$ cat config.mk
export PLATFORM = sky130hd
export DESIGN_NAME = parking_exit_gate
export DESIGN_NICKNAME = d
export VERILOG_FILES = /design/src/rtl/parking_exit_gate.sv
export SDC_FILE = /design/constraint.sdc
export NUM_CORES = 1
export LEC_CHECK = 0
export BUFFER_PORTS_ARGS = -buffer_cell sky130_fd_sc_hd__buf_2
export CORE_UTILIZATION = 49
export DETAILED_ROUTE_END_ITERATION = 12
export HOLD_SLACK_MARGIN = 0.12
export PLACE_DENSITY = 0.75
export SYNTH_ARGS = -nofsm -noshare
export SYNTH_HDL_FRONTEND = slang
export SYNTH_SLANG_ARGS = --single-unit
$ cat constraint.sdc
create_clock -name clk -period 1.85 [get_ports clk]
set_input_delay 0.0925 -clock clk [delete_from_list [all_inputs] [get_ports clk]]
set_output_delay 0.0925 -clock clk [all_outputs]
set_load 0.005 [all_outputs]
$ cat src/rtl/parking_exit_gate.sv
// Exit-side car park controller: validates exit payment, runs the barrier and
// keeps lot occupancy from entry pulses and verified exits.
module parking_exit_gate #(
  parameter logic [3:0]  FEE_CODE    = 4'b1010,
  parameter int unsigned CAPACITY    = 16,
  parameter int unsigned CNT_W       = 5,
  parameter int unsigned PAY_TIMEOUT = 8,
  parameter int unsigned OPEN_CYCLES = 12,
  parameter int unsigned MAX_TRIES   = 3
) (
  input  logic             clk,
  input  logic             reset,
  input  logic             car_entered,
  input  logic             sensor_exit_approach,
  input  logic             sensor_exit_clear,
  input  logic [3:0]       pay_code,
  input  logic             pay_valid,
  input  logic             attendant_clr,
  output logic             gate_open,
  output logic             GREEN_LED,
  output logic             RED_LED,
  output logic [6:0]       HEX_1,
  output logic [6:0]       HEX_2,
  output logic [CNT_W-1:0] occupancy,
  output logic             lot_full,
  output logic             lot_empty,
  output logic             error
);

  localparam int unsigned WaitW = (PAY_TIMEOUT > 1) ? $clog2(PAY_TIMEOUT) : 1;
  localparam int unsigned OpenW = (OPEN_CYCLES > 1) ? $clog2(OPEN_CYCLES) : 1;
  localparam int unsigned TryW  = $clog2(MAX_TRIES + 1);

  localparam logic [CNT_W-1:0] OccMax   = CNT_W'(CAPACITY);
  localparam logic [WaitW-1:0] WaitLast = WaitW'(PAY_TIMEOUT - 1);
  localparam logic [OpenW-1:0] OpenLast = OpenW'(OPEN_CYCLES - 1);
  localparam logic [TryW-1:0]  TryMax   = TryW'(MAX_TRIES);

  // Segment patterns, a..g from MSB to LSB.
  localparam logic [6:0] SegOff = 7'b0000000;
  localparam logic [6:0] SegP   = 7'b1100111;
  localparam logic [6:0] SegA   = 7'b1110111;
  localparam logic [6:0] SegE   = 7'b1001111;
  localparam logic [6:0] SegR   = 7'b0000101;
  localparam logic [6:0] SegG   = 7'b1011110;
  localparam logic [6:0] SegO   = 7'b0011101;
  localparam logic [6:0] SegC   = 7'b1001110;
  localparam logic [6:0] SegL   = 7'b0001110;

  typedef enum logic [2:0] {
    StIdle,
    StWaitPay,
    StPayErr,
    StOpen,
    StClosing,
    StLock
  } state_e;

  state_e           state_q, state_d;
  logic [WaitW-1:0] wait_q, wait_d;
  logic [OpenW-1:0] open_q, open_d;
  logic [TryW-1:0]  tries_q, tries_d;
  logic [CNT_W-1:0] occ_q, occ_d;
  logic             approach_q;

  logic             code_ok, code_bad, empty_now;
  logic             fsm_err, occ_err, exit_dec;

  logic             gate_q, gate_d;
  logic             green_q, green_d;
  logic             red_q, red_d;
  logic             err_q, err_d;
  logic             full_q, full_d;
  logic             empty_q, empty_d;
  logic [6:0]       hex1_q, hex1_d;
  logic [6:0]       hex2_q, hex2_d;

  assign code_ok   = pay_valid && (pay_code == FEE_CODE);
  assign code_bad  = pay_valid && (pay_code != FEE_CODE);
  assign empty_now = (occ_q == '0);

  // State and counter registers.
  always_ff @(posedge clk or posedge reset) begin
    if (reset) begin
      state_q    <= StIdle;
      wait_q     <= '0;
      open_q     <= '0;
      tries_q    <= '0;
      occ_q      <= '0;
      approach_q <= 1'b0;
    end else begin
      state_q    <= state_d;
      wait_q     <= wait_d;
      open_q     <= open_d;
      tries_q    <= tries_d;
      occ_q      <= occ_d;
      approach_q <= sensor_exit_approach;
    end
  end

  // Next-state, counters, occupancy and error detection.
  always_comb begin
    state_d  = state_q;
    tries_d  = tries_q;
    fsm_err  = 1'b0;
    exit_dec = 1'b0;

    unique case (state_q)
      StIdle: begin
        if (sensor_exit_approach) begin
          if (empty_now) begin
            fsm_err = !approach_q;
          end else begin
            state_d = StWaitPay;
          end
        end
      end
      StWaitPay: begin
        if (!sensor_exit_approach) begin
          state_d = StIdle;
        end else if (code_ok) begin
          state_d = StOpen;
        end else if (code_bad) begin
          state_d = StPayErr;
          tries_d = tries_q + TryW'(1);
          fsm_err = 1'b1;
        end else if (wait_q == WaitLast) begin
          state_d = StPayErr;
          fsm_err = 1'b1;
        end
      end
      StPayErr: begin
        if (code_ok) begin
          state_d = StOpen;
        end else if (code_bad) begin
          tries_d = tries_q + TryW'(1);
          fsm_err = 1'b1;
          if (tries_d >= TryMax) begin
            state_d = StLock;
          end
        end else if (!sensor_exit_approach) begin
          state_d = StIdle;
        end
      end
      StOpen: begin
        if (sensor_exit_clear) begin
          state_d  = StClosing;
          exit_dec = 1'b1;
        end else if (open_q == OpenLast) begin
          state_d = StIdle;
        end
      end
      StClosing: begin
        if (!sensor_exit_clear) begin
          state_d = StIdle;
        end
      end
      StLock: begin
        if (attendant_clr) begin
          state_d = StIdle;
        end
      end
      default: state_d = StIdle;
    endcase

    if (state_d == StIdle || state_d == StOpen) begin
      tries_d = '0;
    end

    wait_d = (state_q == StWaitPay && state_d == StWaitPay) ? wait_q + WaitW'(1) : '0;
    open_d = (state_q == StOpen && state_d == StOpen) ? open_q + OpenW'(1) : '0;

    // An entry and an exit in the same cycle cancel out.
    occ_d   = occ_q;
    occ_err = 1'b0;
    if (car_entered && !exit_dec) begin
      if (occ_q == OccMax) begin
        occ_err = 1'b1;
      end else begin
        occ_d = occ_q + CNT_W'(1);
      end
    end else if (exit_dec && !car_entered) begin
      occ_d = occ_q - CNT_W'(1);
    end
  end

  // Registered outputs are decoded from the next state.
  always_comb begin
    gate_d  = 1'b0;
    green_d = 1'b0;
    red_d   = 1'b0;
    hex1_d  = SegOff;
    hex2_d  = SegOff;

    unique case (state_d)
      StWaitPay: begin
        hex1_d = SegP;
        hex2_d = SegA;
        red_d  = 1'b1;
      end
      StPayErr: begin
        hex1_d = SegE;
        hex2_d = SegR;
        red_d  = (state_q == StPayErr) ? !red_q : 1'b1;
      end
      StOpen: begin
        hex1_d  = SegG;
        hex2_d  = SegO;
        gate_d  = 1'b1;
        green_d = (state_q == StOpen) ? !green_q : 1'b1;
      end
      StClosing: begin
        hex1_d  = SegC;
        hex2_d  = SegL;
        green_d = 1'b1;
      end
      StLock: begin
        hex1_d = SegE;
        hex2_d = SegE;
        red_d  = 1'b1;
      end
      default: begin
        hex1_d = SegOff;
        hex2_d = SegOff;
      end
    endcase

    err_d   = fsm_err | occ_err;
    full_d  = (occ_d == OccMax);
    empty_d = (occ_d == '0);
  end

  always_ff @(posedge clk or posedge reset) begin
    if (reset) begin
      gate_q  <= 1'b0;
      green_q <= 1'b0;
      red_q   <= 1'b0;
      hex1_q  <= SegOff;
      hex2_q  <= SegOff;
      err_q   <= 1'b0;
      full_q  <= 1'b0;
      empty_q <= 1'b1;
    end else begin
      gate_q  <= gate_d;
      green_q <= green_d;
      red_q   <= red_d;
      hex1_q  <= hex1_d;
      hex2_q  <= hex2_d;
      err_q   <= err_d;
      full_q  <= full_d;
      empty_q <= empty_d;
    end
  end

  assign gate_open = gate_q;
  assign GREEN_LED = green_q;
  assign RED_LED   = red_q;
  assign HEX_1     = hex1_q;
  assign HEX_2     = hex2_q;
  assign occupancy = occ_q;
  assign lot_full  = full_q;
  assign lot_empty = empty_q;
  assign error     = err_q;

endmodule

==> reports/results.tsv <==
metric	value	unit
status	finished, violations left	
violations	negative setup slack	
drtIter0Drc	116	
die_y	64.5	um
synth_seq_area_share	0.471	
drive_gt1_frac	0.373	
route.detailed.drc	0	
r2r_setup_slack	-0.002	ns
maxCapViolCount	0	
rows	22	
grt_pass1_wl	6400	um
max_stage_delay	0.39	ns
syn_area_per_cell	10.8	um^2
areaGrowthSynthToFinish	26.3	%
synth_top_family_by_area	simple AND/OR/NAND/NOR gates	
diodes	0	
timing.critical_path.buf_inv	2	
gr-usage-all-layers	0.203	
overflow	0	
final_util	0.651	
start_util	0.515	
irDropWorstVdd	611	uV
power_frac_clock	0.167	
p_int	2.17	mW
path_class	reg -> reg	
r2r-start	wait_q[0]	
place_congestion	0.866	
hold_depth	2	
path_delay_family	simple AND/OR/NAND/NOR gates	
synth_area	1920	um^2
num_vias	1517	
cp_slowest_cell	dfrtp_1	
final_cells	284	
setup_viol	1	
numCtsBuffers	5	
drt_pass1_iterations	4	
viasPerCell	5.34	
grt_pass1_vias	1431	
path_cells	ha_1 > ha_1 > buf_4 > nor2_2 > o32ai_4 > buf_4 > nor4_4 > nor3b_2	
power	3.44	mW
register_area	902	um^2
synthCells	178	
post-route-period-util	1.00	
hold_viol_final	0	
clk_latency	0.29	ns
synth_compound_area_frac	0.158	
async_flop_share	1.00	
antenna_found_initial	0	
h-tree-depth	2	
postRouteAntennaNets	0	
dieArea	4160	um^2
coreArea	3720	um^2
min_to	occupancy[1]	
clk_path_buf_depth	2	
synthAdderAreaFrac	0.0457	
hp-class	in -> reg	
ys_ff_latch	36	
rsz0062_at_grt	true	
grt_max_degree	37	
critPathMaxFanout	7	
hold_ws	0.182	ns
arrival	2.02	ns
p_seq_frac	0.353	
synth_mux_area_frac	0.0105	
clock.fmax	0.540	GHz
wirelength	3800	um
swShare	0.370	
final.fill_count	287	
synth_xor_area_frac	0.0274	
cts_tree	built	
clk_pin_slew_worst_paths	0.07	ns
multi_input_area	935	um^2
synth_flop_cell	dfrtp_1	
dp_hpwl	2780	um
relSlewSlack	0.649	
die_w	64.5	um
reg2reg_depth	8	
synth-warning-count	0	
pin_count	36	
hold_start	car_entered	
worst_slack	-0.00190	ns
r2r_end	tries_q[1]	
synth-edff-count	0	
p_comb_frac	0.480	
p_per_area	1420	nW/um^2
cts.sinks	36	
period_minus_slack	1.85	ns
syn_nets	196	
worst_pin_slew	0.524	ns
startpoint_type	flip-flop	
cp-end-kind	flip-flop	
post-place-ws	-0.0388	ns
synth-simple-area-share	0.219	
cts_root_buffer	clkbuf_8	
yosys.cell_types.count	55	
power_leakage	1.20	nW
nNetsFinal	253	
power_switching	1.27	mW
cp.required	2.02	ns
io_buffers	35	
slew_violations	0	
place_inst	272	
skew	0.00574	ns
wl_per_cell	13.4	um
==> stage by stage <==
step | setup TNS, ns | area [um^2]
global placement | 0 | 2260
global route | -0.622 | 2420
detailed placement | -0.0587 | 2260
CTS | 0 | 2400
finish | -0.00190 | 2420
floorplan | -0.176 | 1950
==> state kept, by name, summed over array words and instances, names as in the netlist <==
name / flops
HEX_1: 5
tries_q: 2
open_q: 4
state_q: 3
RED_LED: 1
error: 1
occupancy: 5
GREEN_LED: 1
lot_full: 1
wait_q: 3
lot_empty: 1
HEX_2: 7
gate_open: 1
approach_q: 1
==> what timing repair did <==
item	CTS	global route
cloned	0	0
setup buffers	1	1
hold endpoints to repair	37	0
setup endpoints to repair	4	12
gates resized for setup	4	4
hold buffers	3	0
pin swaps	2	3
==> worst max-delay path by stage <==
stage               slack [ns]  depth (start not counted)    endpoint    startpoint
finish                  -0.002                          8  tries_q[1]     wait_q[0]
CTS                     0.0009                          7   lot_empty  occupancy[0]
global route             -0.11                          7     RED_LED  occupancy[0]
global placement         0.005                          7  tries_q[1]     wait_q[0]
detailed placement       -0.04                          7  tries_q[1]  occupancy[1]
floorplan                -0.07                          8  tries_q[0]  occupancy[0]
==> cells by family (layout without fill, tap and decap cells) <==
group / count (synthesis) / count (layout)
AND/OR/NAND/NOR: 67 / 67
flip-flops: 36 / 36
AO/OA/AOI/OAI: 34 / 34
buffers and inverters: 26 / 84
adder cells (fa/ha/maj): 7 / 7
XOR/XNOR: 6 / 6
multiplexers: 2 / 2
==> synth_stat cells, types with 3 or more instances <==
master	instances	area, um^2
a21oi_1	6	30.0
and2_1	4	25.0
buf_6	3	33.8
dfrtp_1	35	876
ha_1	7	87.6
inv_1	17	63.8
nand2_1	11	41.3
nand3_1	5	25.0
nand3b_1	3	22.5
nor2_1	14	52.6
nor3_1	5	25.0
nor3b_2	3	37.5
nor4_1	3	18.8
o211ai_1	5	37.5
o21ai_0	3	15.0
xnor2_1	5	43.8
==> metal layers <==
layer  share of wire  wire, um  vias to the layer above  track usage
met5               0         0                        -            0
met4           0.022        84                        0       0.0778
met3           0.054       207                       12       0.0475
met2            0.45      1730                       47        0.303
met1            0.47      1780                      717        0.286
li1                -         -                      741            -
==> placed cells by master (no fill, tap or decap), types with 2 or more instances in the layout <==
master,instances
nand3b_1,3
ha_1,6
nor3_1,4
nor4_1,2
a21oi_1,6
nand2b_1,2
dlygate4sd3_1,3
xnor2_1,5
o211ai_1,5
nor3b_2,3
a211oi_1,2
inv_1,15
clkbuf_8,6
o31a_1,2
mux2i_1,2
or3b_4,2
buf_2,35
nor2_1,13
o31ai_4,2
dfrtp_1,35
o21ai_1,2
o21ai_0,2
nand2_1,11
nand3_1,5
and2_1,4
buf_4,21
==> power groups by stage <==
stage	combinational, mW	sequential [mW]	clock [mW]
2_1_floorplan	1.02	1.25	0
3_3_place_gp	1.54	1.22	0
3_5_place_dp	1.59	1.22	0
4_1_cts	1.62	1.21	0.585
5_1_grt	1.85	1.25	0.613
6_report	1.65	1.21	0.574
==> area by class of cell <==
| cell class | instances | share of cell area |
|---|---|---|
| Multi-Input combinational cell | 116 | 0.386 |
| Inverter | 17 | 0.0274 |
| Clock buffer | 7 | 0.0357 |
| Clock inverter | 1 | 0.00310 |
| Sequential cell | 36 | 0.373 |
| Timing Repair Buffer | 59 | 0.150 |
| Tap cell | 48 | 0.0248 |
No activity file was read; power rests on OpenSTA's default activity.
